File: src/rtl/shift_arb_pkg.sv
// Shared types and constants for the EX-stage shifter arbiter.
// Arbitration mode is selected by SHIFT_ARB_RR_EN (see shift_arb_pick).
package shift_arb_pkg;

  localparam int DEF_DATA_W  = 32;
  localparam int DEF_SHAMT_W = 5;

  typedef enum logic [1:0] {
    IDLE  = 2'd0,
    SHIFT = 2'd1,
    RESP  = 2'd2
  } shift_arb_state_t;

  localparam logic [2:0] SRL_OP     = 3'b011;
  localparam logic [2:0] SH_IDLE_OP = 3'b000;

  function automatic logic [1:0] portOneHot(input logic portIdx);
    return portIdx ? 2'b10 : 2'b01;
  endfunction

endpackage

File: src/rtl/shift_arbiter_if.sv
// Request/response and shifter-side bus of the shift arbiter.
// slave = arbiter view, master = requesters plus shifter view.
interface shift_arbiter_if
  import shift_arb_pkg::*;
#(
  parameter int DATA_W  = DEF_DATA_W,
  parameter int SHAMT_W = DEF_SHAMT_W
);

  logic [1:0]         req_valid;
  logic [1:0]         req_ready;
  logic [DATA_W-1:0]  req0_data;
  logic [DATA_W-1:0]  req1_data;
  logic [SHAMT_W-1:0] req0_shamt;
  logic [SHAMT_W-1:0] req1_shamt;
  logic [2:0]         req0_op;
  logic [2:0]         req1_op;

  logic [1:0]         resp_valid;
  logic [1:0]         resp_ready;
  logic [DATA_W-1:0]  resp_data;

  logic [DATA_W-1:0]  sh_dataA;
  logic [SHAMT_W-1:0] sh_dataB;
  logic [2:0]         sh_signal;
  logic [DATA_W-1:0]  sh_dataOut;

  modport slave (
    input  req_valid, req0_data, req1_data, req0_shamt, req1_shamt,
           req0_op, req1_op, resp_ready, sh_dataOut,
    output req_ready, resp_valid, resp_data, sh_dataA, sh_dataB, sh_signal
  );

  modport master (
    output req_valid, req0_data, req1_data, req0_shamt, req1_shamt,
           req0_op, req1_op, resp_ready, sh_dataOut,
    input  req_ready, resp_valid, resp_data, sh_dataA, sh_dataB, sh_signal
  );

endinterface

File: src/rtl/shift_arb_pick.sv
// Combinational one-hot grant for the two shifter requesters.
// SHIFT_ARB_RR_EN defined: round-robin on last grant; undefined: port 0 fixed priority.
module shift_arb_pick (
  input  logic [1:0] reqValid,
  input  logic       lastGrant,
  input  logic       enable,
  output logic [1:0] grant
);

`ifdef SHIFT_ARB_RR_EN
  always_comb begin
    grant = 2'b00;
    if (enable) begin
      if (reqValid == 2'b11) begin
        grant = lastGrant ? 2'b01 : 2'b10;
      end else begin
        grant = reqValid;
      end
    end
  end
`else
  // History is still tracked by the caller; fixed priority ignores it.
  logic unusedLastGrant;
  assign unusedLastGrant = lastGrant;

  always_comb begin
    grant = 2'b00;
    if (enable) begin
      if (reqValid[0]) begin
        grant = 2'b01;
      end else if (reqValid[1]) begin
        grant = 2'b10;
      end
    end
  end
`endif

endmodule

File: src/rtl/shift_arbiter.sv
// Two-port arbiter/sequencer for the shared EX-stage barrel shifter, one request in flight.
// Arbitration policy comes from shift_arb_pick (macro SHIFT_ARB_RR_EN).
//
//   state | meaning
//   IDLE  | grant offered combinationally, operands captured on accept
//   SHIFT | shifter driven from operand registers, result captured
//   RESP  | result presented to owner until it takes it
module shift_arbiter
  import shift_arb_pkg::*;
#(
  parameter int DATA_W  = DEF_DATA_W,
  parameter int SHAMT_W = DEF_SHAMT_W
) (
  input  logic           clk,
  input  logic           rst_n,
  shift_arbiter_if.slave bus,
  output logic           busy
);

  localparam logic [1:0] ST_IDLE  = 2'(IDLE);
  localparam logic [1:0] ST_SHIFT = 2'(SHIFT);
  localparam logic [1:0] ST_RESP  = 2'(RESP);

  logic [1:0]         stateQ;
  logic [DATA_W-1:0]  dataQ;
  logic [SHAMT_W-1:0] shamtQ;
  logic [2:0]         opQ;
  logic [DATA_W-1:0]  resultQ;
  logic               ownerQ;
  logic               lastGrantQ;

  logic [1:0]         grant;
  logic               grantIdx;
  logic               pickEn;
  logic               inShift;

  // Gating with rst_n keeps req_ready low while reset is held.
  assign pickEn   = rst_n && (stateQ == ST_IDLE);
  assign grantIdx = grant[1];
  assign inShift  = (stateQ == ST_SHIFT);

  shift_arb_pick uPick (
    .reqValid  (bus.req_valid),
    .lastGrant (lastGrantQ),
    .enable    (pickEn),
    .grant     (grant)
  );

  always_ff @(posedge clk or negedge rst_n) begin
    if (!rst_n) begin
      stateQ     <= ST_IDLE;
      dataQ      <= '0;
      shamtQ     <= '0;
      opQ        <= SH_IDLE_OP;
      resultQ    <= '0;
      ownerQ     <= 1'b0;
      lastGrantQ <= 1'b1;
    end else begin
      case (stateQ)
        ST_IDLE: begin
          if (|grant) begin
            dataQ      <= grantIdx ? bus.req1_data  : bus.req0_data;
            shamtQ     <= grantIdx ? bus.req1_shamt : bus.req0_shamt;
            opQ        <= grantIdx ? bus.req1_op    : bus.req0_op;
            ownerQ     <= grantIdx;
            lastGrantQ <= grantIdx;
            stateQ     <= ST_SHIFT;
          end
        end
        ST_SHIFT: begin
          // Non-SRL ops complete normally but always return zero.
          resultQ <= (opQ == SRL_OP) ? bus.sh_dataOut : '0;
          stateQ  <= ST_RESP;
        end
        ST_RESP: begin
          if (bus.resp_ready[ownerQ]) begin
            stateQ <= ST_IDLE;
          end
        end
        default: stateQ <= ST_IDLE;
      endcase
    end
  end

  assign bus.req_ready  = grant;
  assign bus.resp_valid = (stateQ == ST_RESP) ? portOneHot(ownerQ) : 2'b00;
  assign bus.resp_data  = resultQ;

  // Zero shifter inputs outside SHIFT so the shared shifter stays quiet.
  assign bus.sh_dataA  = inShift ? dataQ  : '0;
  assign bus.sh_dataB  = inShift ? shamtQ : '0;
  assign bus.sh_signal = inShift ? opQ    : SH_IDLE_OP;

  assign busy = (stateQ != ST_IDLE);

endmodule
File: src/flat_wrapper.sv
// flat-port wrapper written by rule: the top's interface ports become plain ports
module shift_arbiter_flat import shift_arb_pkg::*;
#(
  parameter int DATA_W  = DEF_DATA_W,
  parameter int SHAMT_W = DEF_SHAMT_W
)
  (clk, rst_n, busy, bus_req_valid, bus_req0_data, bus_req1_data, bus_req0_shamt, bus_req1_shamt, bus_req0_op, bus_req1_op, bus_resp_ready, bus_sh_dataOut, bus_req_ready, bus_resp_valid, bus_resp_data, bus_sh_dataA, bus_sh_dataB, bus_sh_signal);
  shift_arbiter_if #(.DATA_W(DATA_W), .SHAMT_W(SHAMT_W)) bus_i ();
  input  logic clk;
  input  logic rst_n;
  output logic busy;
  input wire logic [$bits(bus_i.req_valid)-1:0] bus_req_valid;
  input wire logic [$bits(bus_i.req0_data)-1:0] bus_req0_data;
  input wire logic [$bits(bus_i.req1_data)-1:0] bus_req1_data;
  input wire logic [$bits(bus_i.req0_shamt)-1:0] bus_req0_shamt;
  input wire logic [$bits(bus_i.req1_shamt)-1:0] bus_req1_shamt;
  input wire logic [$bits(bus_i.req0_op)-1:0] bus_req0_op;
  input wire logic [$bits(bus_i.req1_op)-1:0] bus_req1_op;
  input wire logic [$bits(bus_i.resp_ready)-1:0] bus_resp_ready;
  input wire logic [$bits(bus_i.sh_dataOut)-1:0] bus_sh_dataOut;
  output wire logic [$bits(bus_i.req_ready)-1:0] bus_req_ready;
  output wire logic [$bits(bus_i.resp_valid)-1:0] bus_resp_valid;
  output wire logic [$bits(bus_i.resp_data)-1:0] bus_resp_data;
  output wire logic [$bits(bus_i.sh_dataA)-1:0] bus_sh_dataA;
  output wire logic [$bits(bus_i.sh_dataB)-1:0] bus_sh_dataB;
  output wire logic [$bits(bus_i.sh_signal)-1:0] bus_sh_signal;
  assign bus_i.req_valid = bus_req_valid;
  assign bus_i.req0_data = bus_req0_data;
  assign bus_i.req1_data = bus_req1_data;
  assign bus_i.req0_shamt = bus_req0_shamt;
  assign bus_i.req1_shamt = bus_req1_shamt;
  assign bus_i.req0_op = bus_req0_op;
  assign bus_i.req1_op = bus_req1_op;
  assign bus_i.resp_ready = bus_resp_ready;
  assign bus_i.sh_dataOut = bus_sh_dataOut;
  assign bus_req_ready = bus_i.req_ready;
  assign bus_resp_valid = bus_i.resp_valid;
  assign bus_resp_data = bus_i.resp_data;
  assign bus_sh_dataA = bus_i.sh_dataA;
  assign bus_sh_dataB = bus_i.sh_dataB;
  assign bus_sh_signal = bus_i.sh_signal;
  shift_arbiter #(.DATA_W(DATA_W), .SHAMT_W(SHAMT_W)) u_core (.clk(clk), .rst_n(rst_n), .bus(bus_i), .busy(busy));
endmodule
File: config.mk
export PLATFORM = sky130hd
export DESIGN_NAME = shift_arbiter_flat
export DESIGN_NICKNAME = d
export VERILOG_FILES = /design/src/rtl/shift_arb_pkg.sv /design/src/rtl/shift_arbiter_if.sv /design/src/rtl/shift_arb_pick.sv /design/src/rtl/shift_arbiter.sv /design/src/flat_wrapper.sv
export SDC_FILE = /design/constraint.sdc
export NUM_CORES = 1
export LEC_CHECK = 0
export ABC_CLOCK_PERIOD_IN_PS = 1500
export BUFFER_PORTS_ARGS = -buffer_cell sky130_fd_sc_hd__buf_4
export CAP_MARGIN = 20
export CORE_AREA = 2 2 100 102
export DETAILED_ROUTE_END_ITERATION = 16
export DIE_AREA = 0 0 102 104
export PLACE_DENSITY = 0.76
export RECOVER_POWER = 25
export SLEW_MARGIN = 20
export SYNTH_ARGS = -nofsm -noshare
export SYNTH_HDL_FRONTEND = slang
export SYNTH_SLANG_ARGS = --single-unit
File: constraint.sdc
create_clock -name clk -period 1.5 [get_ports clk]
set_clock_uncertainty 0.1 [all_clocks]
set_input_delay 0.075 -clock clk [delete_from_list [all_inputs] [get_ports clk]]
set_output_delay 0.075 -clock clk [all_outputs]
set_load 0.03 [all_outputs]
After elaboration in Yosys (flattened, before gate mapping). Index checks and enable logic that the tools add are counted.

Reduce and logical (&&, ||, !) cells: 6. Multiply operators: 0. Equality and inequality tests: 5. Bitwise logic cells: 0. Div/mod/pow operators: 0. Mux-type cells: 17. Shift-type cells: 0. Add/sub/neg operators: 0. $lt $le $gt $ge: 1.

Operators by type and width (count): $mux 32 (3); $mux 2 (7); $mux 5 (2); $mux 3 (2); $pmux 2 s3 (1); $reduce_and 2->1 (2); $eq 3x2->1 const B (1); $eq 2x1->1 const B (1); $eq 2x2->1 const B (1); $logic_not 2->1 (1); $lt 1x2->1 const B (1); $mux 1 (2); $ne 2x1->1 const B (1); $ne 2x2->1 const B (1); $reduce_bool 2->1 (1); $reduce_or 2->1 (1); $logic_and 1x1->1 (1).

Input port bits: 118. Memory bits (read-only): 0. Output and inout port bits: 77. Register bits after elaboration: 75. Logic and storage cells: 35. Memories: 0. Bits in latches: 0. RAM bits: 0.

Longest topological paths before layout. Gate-level depths: netlist of the first run.

Depth in word-level cells: 6. Depth in mapped cells: 5. Mapped depth without buffers: 3.

Modules after synthesis. From an unflattened synthesis of the first run, not the netlist that was laid out.

Cell total of the unflattened synthesis: 267. Area total of the unflattened synthesis: 3829.9 um^2.

By module, submodules not included: shift_arbiter (instances 1, seq. area each 1903.1 um^2, cells an instance 265, area an instance 3813.7 um^2); shift_arb_pick (instances 1, seq. area each 0.0 um^2, cells an instance 2, area an instance 16.3 um^2).

Worst setup path after synthesis of the first run. Ideal clock, no wire load.

Path kind: flip-flop to flip-flop. Start: register u_core.stateQ[1]. End: register u_core.dataQ[0]. Arrival time: 1.349 ns. Required time: 1.275 ns. Period minus slack after synthesis: 1.574 ns. Setup slack: -0.074 ns. Cell stages (with the launch flop): 5. Cell sequence: dfrtp_1 -> nor3b_2 -> o21a_2 -> buf_6 -> mux2_4.

Longest elaborated chain between the ends: 5. Elaborated cells between the ends (all ways): 6. Those cells by class: mux: 2; reduce/logical: 4.

RTL lines: start, declared (RTL line shift_arbiter.sv:24) `logic [1:0] stateQ;`; start signal, assigned (RTL line shift_arbiter.sv:51) `stateQ <= ST_IDLE;`; start signal, assigned (RTL line shift_arbiter.sv:67) `stateQ <= ST_SHIFT;`; start signal, assigned (RTL line shift_arbiter.sv:73) `stateQ <= ST_RESP;`; $logic_not 2->1 (*) (RTL line shift_arbiter.sv:38, shift_arbiter.sv:59); $logic_and 1x1->1 (RTL line shift_arbiter.sv:38) `assign pickEn = rst_n && (stateQ == ST_IDLE);`; $mux 2 (RTL line shift_arb_pick.sv:28) `if (enable) begin`; $reduce_or 2->1 (RTL line shift_arbiter.sv:61) `if (|grant) begin`; $reduce_and 2->1 (no line); end signal, assigned (RTL line shift_arbiter.sv:62) `dataQ <= grantIdx ? bus.req1_data : bus.req0_data;`; end, declared (RTL line shift_arbiter.sv:25) `logic [DATA_W-1:0] dataQ;`.

Mark *: on every way between the ends. The rest lies on a longest branch, timed or not. A chain may end at the register's enable or synchronous reset.

Final worst setup path of the first run.
Start: register u_core.stateQ[0]. End: output bus_sh_dataA[1].

Longest elaborated chain between the ends: 2.

RTL lines: $eq 2x1->1 (RTL line shift_arbiter.sv:40) `assign inShift = (stateQ == ST_SHIFT);`; $mux 32 (RTL line shift_arbiter.sv:90) `assign bus.sh_dataA = inShift ? dataQ : '0;`; end, declared (RTL line flat_wrapper.sv:24) `output wire logic [$bits(bus_i.sh_dataA)-1:0] bus_sh_dataA;`.

No other way between the ends.

==> run summary, run 1 <==
Status = finished, violations left
Failing checks = setup timing
Nets = 718
Sw frac = 0.374
Met1 Track Usage GR = 0.272
Worst IR Drop VDD = 0.709 mV
Share of power burned in registers = 0.316
Crit-path slowest cell = dfrtp_1
Grt met3 use = 0.0544
Yosys reg bits = 75
Reg clk slew, reported paths = 80 ps
GP Congestion = 0.713
DIE HEIGHT = 104 um
Max Clock Freq = 555 MHz
Fin Hold WS = 250 ps
Setup ws final = -302 ps
HPWL after DPL = 6.61 mm
R2r worst-path depth = 6
R2r setup slk = -290 ps
Most frequent cell after synthesis = mux2_4
Synthesized net count = 384
WP data arrival = 1630 ps
Comb power frac = 0.552
Sequential-to-total area share from yosys stat = 0.484
Syn Area/Cell = 14.6 um2
CP Class = register to output port
Placed cells = 586
Die area = 10,600 um2
Via count = 3,431
Row count = 36
Clk_lat worst skew = 340 ps
Largest fanout on the critical path = 5
Antenna cells = 0
Count of buffers from port buffering = 194
Inserted Clock Buffers = 9
Hold EP = u_core.ownerQ
First-pass GRT wire length = 19.4 mm
Met2 Use GR = 0.415
GRT Overall Usage = 0.238
RSZ-0062 raised after global routing = yes
Relative slew slack = 0.386
Die W = 102 um
CP most frequent cell = buf_6
# DRC = 0
Ys Warns = 0
Fillers = 584
Final wirelength = 13.1 mm
PD cells = 1480 nW/um2
Sink Count = 75
CP cell instances = buf_6 -> nor2b_4 -> buf_4 -> clkbuf_16 -> and2_4 -> buf_6
Top post-synthesis cells by area = dfrtp_1 48%, mux2_4 30%, a22o_1 7.2%
TritonCTS clock tree = done
Initial antenna violation count = 0
Post-synth top cells = 78 x mux2_4, 75 x dfrtp_1, 41 x and2_1
Synthesized instance count = 266
Initial core utilization = 0.406
WL/cell = 17.8 um
Crit end category = output port
Number of DRC markers in iteration 0 = 133
Cell Int Power = 6.86 mW
Largest net degree at the start of global routing = 76
Layout area overhead = 91.1%
Mapped Area = 3880 um2
Leakage = 3.65 nW
Hold path cells = 5
Number of flops mapped to enable cells by yosys = 0
Critical Path RT = 1320 ps
Hold Vio Cnt, Final = 0
Post-synth top flop = dfrtp_1
Clock Path Buffers = 2
Crit path largest cell delay = 380 ps
Crit Reg-Reg Startpoint = u_core.stateQ[1]
Ys async rst share = 1.00
Setup violators final = 96
Final min period = 1800 ps
H-tree depth = 3
Grt ovf = 0
Worst R2R End = u_core.dataQ[25]
Number of I/O pins = 195
Buf/Inv on CP = 4
Pwr Total = 11.0 mW
Period utilization = 1.20
Largest delay share family, worst path = buffers and inverters
Grt peak-use layer = met2
CP Launch Type = register
Clock power frac = 0.131
Post-route ant nets = 0
Number of global-route vias before repair = 3,823
Layout cells sized above 1 = 0.564
Min-delay src = rst_n
Distinct cell type count after synthesis = 19
Max cap viols = 0
Net Sw Power = 4.10 mW
Layout Cells excl Fill = 738
Max-slew violations = 0
Worst Max-Slew Pin Slew = 922 ps
Hold Crit Class = input port to register
Yosys top cell area share = 0.484
DRT Pass-1 Iters = 4
Post-synth top area cell = dfrtp_1
Drt via density = 4.65
Clock root buffer = clkbuf_8
Core region area = 9550 um2
[layer usage]
layer	vias up	share of wire	wire, um
li1	1607	-	-
met1	1616	0.38	4980
met2	170	0.51	6700
met3	38	0.071	930
met4	0	0.037	491
met5	-	0	0
[power by group through the flow]
stage / Clock (mW) / Sequential (mW) / Combinational [mW]
2_1_floorplan: 0 / 3.89 / 2.61
3_3_place_gp: 0 / 3.39 / 4.74
3_5_place_dp: 0 / 3.41 / 4.82
4_1_cts: 1.48 / 3.40 / 5.90
5_1_grt: 1.56 / 3.58 / 6.36
6_report: 1.44 / 3.47 / 6.06
[placed cells by master, fill, tap and decap left out]
master,n
buf_4,131
inv_6,1
nor2b_4,2
nand2b_4,1
a21oi_1,1
inv_1,2
buf_8,2
clkbuf_16,4
nor3b_4,1
a22o_1,32
and2_1,5
clkinv_4,2
o21a_4,1
buf_12,11
dlygate4sd3_1,117
clkbuf_1,27
nor2_1,2
and4b_1,1
nor2_2,2
dfrtp_1,75
o21ai_0,1
buf_16,1
clkinvlp_4,3
nand2b_1,1
mux2_4,78
nand2b_2,1
and2_4,36
clkbuf_8,10
mux2_2,3
buf_6,51
[flip-flops by register name (all words and copies together) (netlist names)]
register,flops
u_core.bus.resp_data,32
u_core.dataQ,32
u_core.shamtQ,5
u_core.opQ,3
u_core.stateQ,2
u_core.ownerQ,1
[kinds of logic (layout without fill, tap and decap cells)]
family	after synthesis	in the layout	share of synthesized area
compound gates	35	35	0.0771
buf+inv	23	362	0.0433
flops	75	75	0.484
mux	81	81	0.311
simple gates	52	52	0.0846
[cell type report]
type | count | area, um2 | share of cell area
Clock buffer | 10 | 138 | 0.0186
Clock inverter | 6 | 48.8 | 0.00659
Inverter | 2 | 7.51 | 0.00101
Multi-Input combinational cell | 168 | 1960 | 0.265
Tap cell | 133 | 166 | 0.0225
Timing Repair Buffer | 344 | 3210 | 0.433
Sequential cell | 75 | 1880 | 0.253
[worst max path at each step]
stage	start	to	slack, ps	depth (start not counted)
3_5_place_dp	u_core.stateQ[0]	u_core.dataQ[31]	-90	4
5_1_grt	u_core.stateQ[1]	bus_sh_dataA[1]	-370	6
6_report	u_core.stateQ[0]	bus_sh_dataA[1]	-300	6
3_3_place_gp	u_core.stateQ[0]	u_core.dataQ[31]	-70	4
2_1_floorplan	u_core.stateQ[0]	u_core.dataQ[0]	-60	4
4_1_cts	u_core.stateQ[1]	bus_sh_dataA[2]	-280	6
[stage by stage]
step	cell area (um2)	setup slack [ps]	util	setup TNS (ps)
after floorplan	3880	-58.0	-	-2200
after global placement	5510	-74.2	0.577	-1470
after detailed placement	5510	-89.0	0.577	-2080
after CTS	7340	-276	0.768	-19600
after global routing	7410	-373	0.776	-29050
final	7410	-302	0.776	-21140
[tightest hold or removal path, delay by kind of cell]
| kind | cells | cell delay [ps] |
|---|---|---|
| and+or+nand+nor | 2 | 200 |
| buffers and inverters | 2 | 230 |
| AOI/OAI and AO/OA | 1 | 150 |
[repair_timing]
action | 4_1_cts | 5_1_grt
resized for setup | 77 | 33
pin swaps | 2 | 20
setup endpoints to repair | 85 | 117
hold buffers | 117 | 0
endpoints found under the hold margin | 149 | 0
setup buffers | 10 | 4
gates cloned | 4 | 4
Note: power is estimated with default switching activity, not from simulation.
==> run 2, diff against run 1 <==
--- a/config.mk
+++ b/config.mk
@@ -6,7 +6,7 @@
 export NUM_CORES = 1
 export LEC_CHECK = 0
 export ABC_CLOCK_PERIOD_IN_PS = 1500
-export BUFFER_PORTS_ARGS = -buffer_cell sky130_fd_sc_hd__buf_4
+export BUFFER_PORTS_ARGS = -buffer_cell sky130_fd_sc_hd__buf_2
 export CAP_MARGIN = 20
 export CORE_AREA = 2 2 100 102
 export DETAILED_ROUTE_END_ITERATION = 16
==> run 2 against run 1 <==
Against the previous run:
- the run still ends with setup timing left
- first-iteration DRC count is 45% lower
- register-to-register slack about the same
- power is 1.9% higher
- final area down 3.7%
- sequential power hardly changed
- flip-flop and latch count did not move
- critical path depth is the same
- critical endpoint is now u_core.dataQ[31]
- hold slack lost 240 ps
- largest cell class unchanged
==> run summary, run 2 (synthesis gave the netlist of run 1 again) <==
Hold Crit Class = input port to register
Max-slew violations = 0
WP data arrival = 1920 ps
Row count = 36
Die W = 102 um
Post-route ant nets = 0
Grt ovf = 0
Drt via density = 4.77
GP Congestion = 0.714
Number of I/O pins = 195
Core region area = 9550 um2
RSZ-0062 raised after global routing = yes
TritonCTS clock tree = done
Comb power frac = 0.531
Worst IR Drop VDD = 0.727 mV
Largest net degree at the start of global routing = 76
Min-delay src = bus_req0_data[18]
Place WS = -160 ps
HPWL after DPL = 6.50 mm
Inserted Clock Buffers = 9
R2r worst-path depth = 6
DRT Pass-1 Iters = 4
Crit Reg-Reg Startpoint = u_core.stateQ[1]
CP Class = register to register
Final wirelength = 13.4 mm
Relative slew slack = 0.379
Count of buffers from port buffering = 194
Clock root buffer = clkbuf_8
Setup TNS = -23,230 ps
Via count = 3,502
CP Launch Type = register
Placed instance area = 5040 um2
Hold EP = u_core.dataQ[18]
Die area = 10,600 um2
Failing checks = setup timing
Reg clk slew, reported paths = 80 ps
Max Clock Freq = 559 MHz
Layout cells sized above 1 = 0.569
Setup ws final = -290 ps
# DRC = 0
Net Sw Power = 4.06 mW
Hold Vio Cnt, Final = 0
Setup violators final = 116
Initial antenna violation count = 0
Status = finished, violations left
Leakage = 3.57 nW
Cell Int Power = 7.12 mW
Commonest cells after routing, fill and taps aside = 121 x buf_2, 113 x dlygate4sd3_1, 78 x mux2_4
Final min period = 1790 ps
Post-route core utilization = 0.747
Most common cell after layout, fill and taps aside = buf_2
Max cap viols = 0
Largest fanout on the critical path = 8
Share of power burned in registers = 0.313
Number of global-route vias before repair = 3,928
DIE HEIGHT = 104 um
Layout area overhead = 84.0%
Non-Filler Cell Area, Final = 7130 um2
First-pass GRT wire length = 20.1 mm
PD cells = 1570 nW/um2
Sw frac = 0.363
Sink Count = 75
Nets = 714
Antenna cells = 0
Clock Path Buffers = 2
Clock power frac = 0.156
Initial core utilization = 0.406
Critical Path RT = 1630 ps
Period utilization = 1.19
Number of DRC markers in iteration 0 = 73
Hold path cells = 3
Worst R2R End = u_core.dataQ[31]
H-tree depth = 3
Crit end category = register
WL/cell = 18.3 um
Worst Max-Slew Pin Slew = 931 ps
Clk_lat worst skew = 340 ps
R2r setup slk = -290 ps
GRT Overall Usage = 0.248
run 2: cell types whose count changed in the layout (fill, tap and decap cells not counted), sizes merged:
cell         before  now
clkinvlp          3    1
clkbuf           41   40
dlygate4sd3     117  113
inv               3    2
buf             196  199
bufinv            0    2
clkinv            2    1
run 2: area by class of cell:
| cell class | count | area [um2] |
|---|---|---|
| repair buffers | 340 | 2890 |
| multi-input cells | 168 | 1970 |
| clock inverters | 4 | 72.6 |
| clock buffers | 12 | 155 |
| well taps | 133 | 166 |
| fillers | 599 | 2420 |
| flip-flops and latches | 75 | 1880 |
| inverters | 2 | 7.51 |
run 2: through the flow:
stage          cells  total power [mW]  hold WS, ps
2_1_floorplan    266              6.50         -321
3_3_place_gp     584              7.68          195
3_5_place_dp     584              7.80          195
4_1_cts          735              11.2         3.03
5_1_grt          734              11.7         5.71
6_report         734              11.2         7.82
run 2: worst max-delay path: stages, from the launching register on:
cell     delay [ps]
dfrtp_1         400
buf_4           150
nor3b_4         200
o21a_2          210
buf_12          150
buf_12          140
mux2_2          330
run 2: what timing repair did:
item,4_1_cts,5_1_grt
buffers inserted,13,3
hold buffers,113,0
gates resized for setup,144,18
setup endpoints to repair,102,117
hold endpoints to repair,148,0
pin swaps,7,11
cloned,9,1
run 2: power groups by stage:
stage | sequential, mW | combinational (mW) | clock (mW)
CTS | 3.43 | 5.95 | 1.79
detailed placement | 3.41 | 4.39 | 0
global route | 3.57 | 6.21 | 1.88
finish | 3.50 | 5.93 | 1.75
floorplan | 3.89 | 2.61 | 0
global placement | 3.38 | 4.30 | 0
run 2: worst max-delay path by stage:
stage	from	end	slack, ps
2_1_floorplan	u_core.stateQ[0]	u_core.dataQ[0]	-60
3_3_place_gp	u_core.stateQ[0]	u_core.dataQ[0]	-130
3_5_place_dp	u_core.stateQ[0]	u_core.shamtQ[4]	-160
4_1_cts	u_core.stateQ[1]	bus_sh_dataA[21]	-290
5_1_grt	u_core.stateQ[0]	bus_sh_dataA[15]	-360
6_report	u_core.stateQ[1]	u_core.dataQ[31]	-290
run 2: layer usage:
metal,track usage,routed length (um),vias to the layer above
li1,-,-,1597
met1,0.257,4910,1682
met2,0.463,7020,177
met3,0.0558,914,46
met4,0.112,561,0
met5,0,0,-
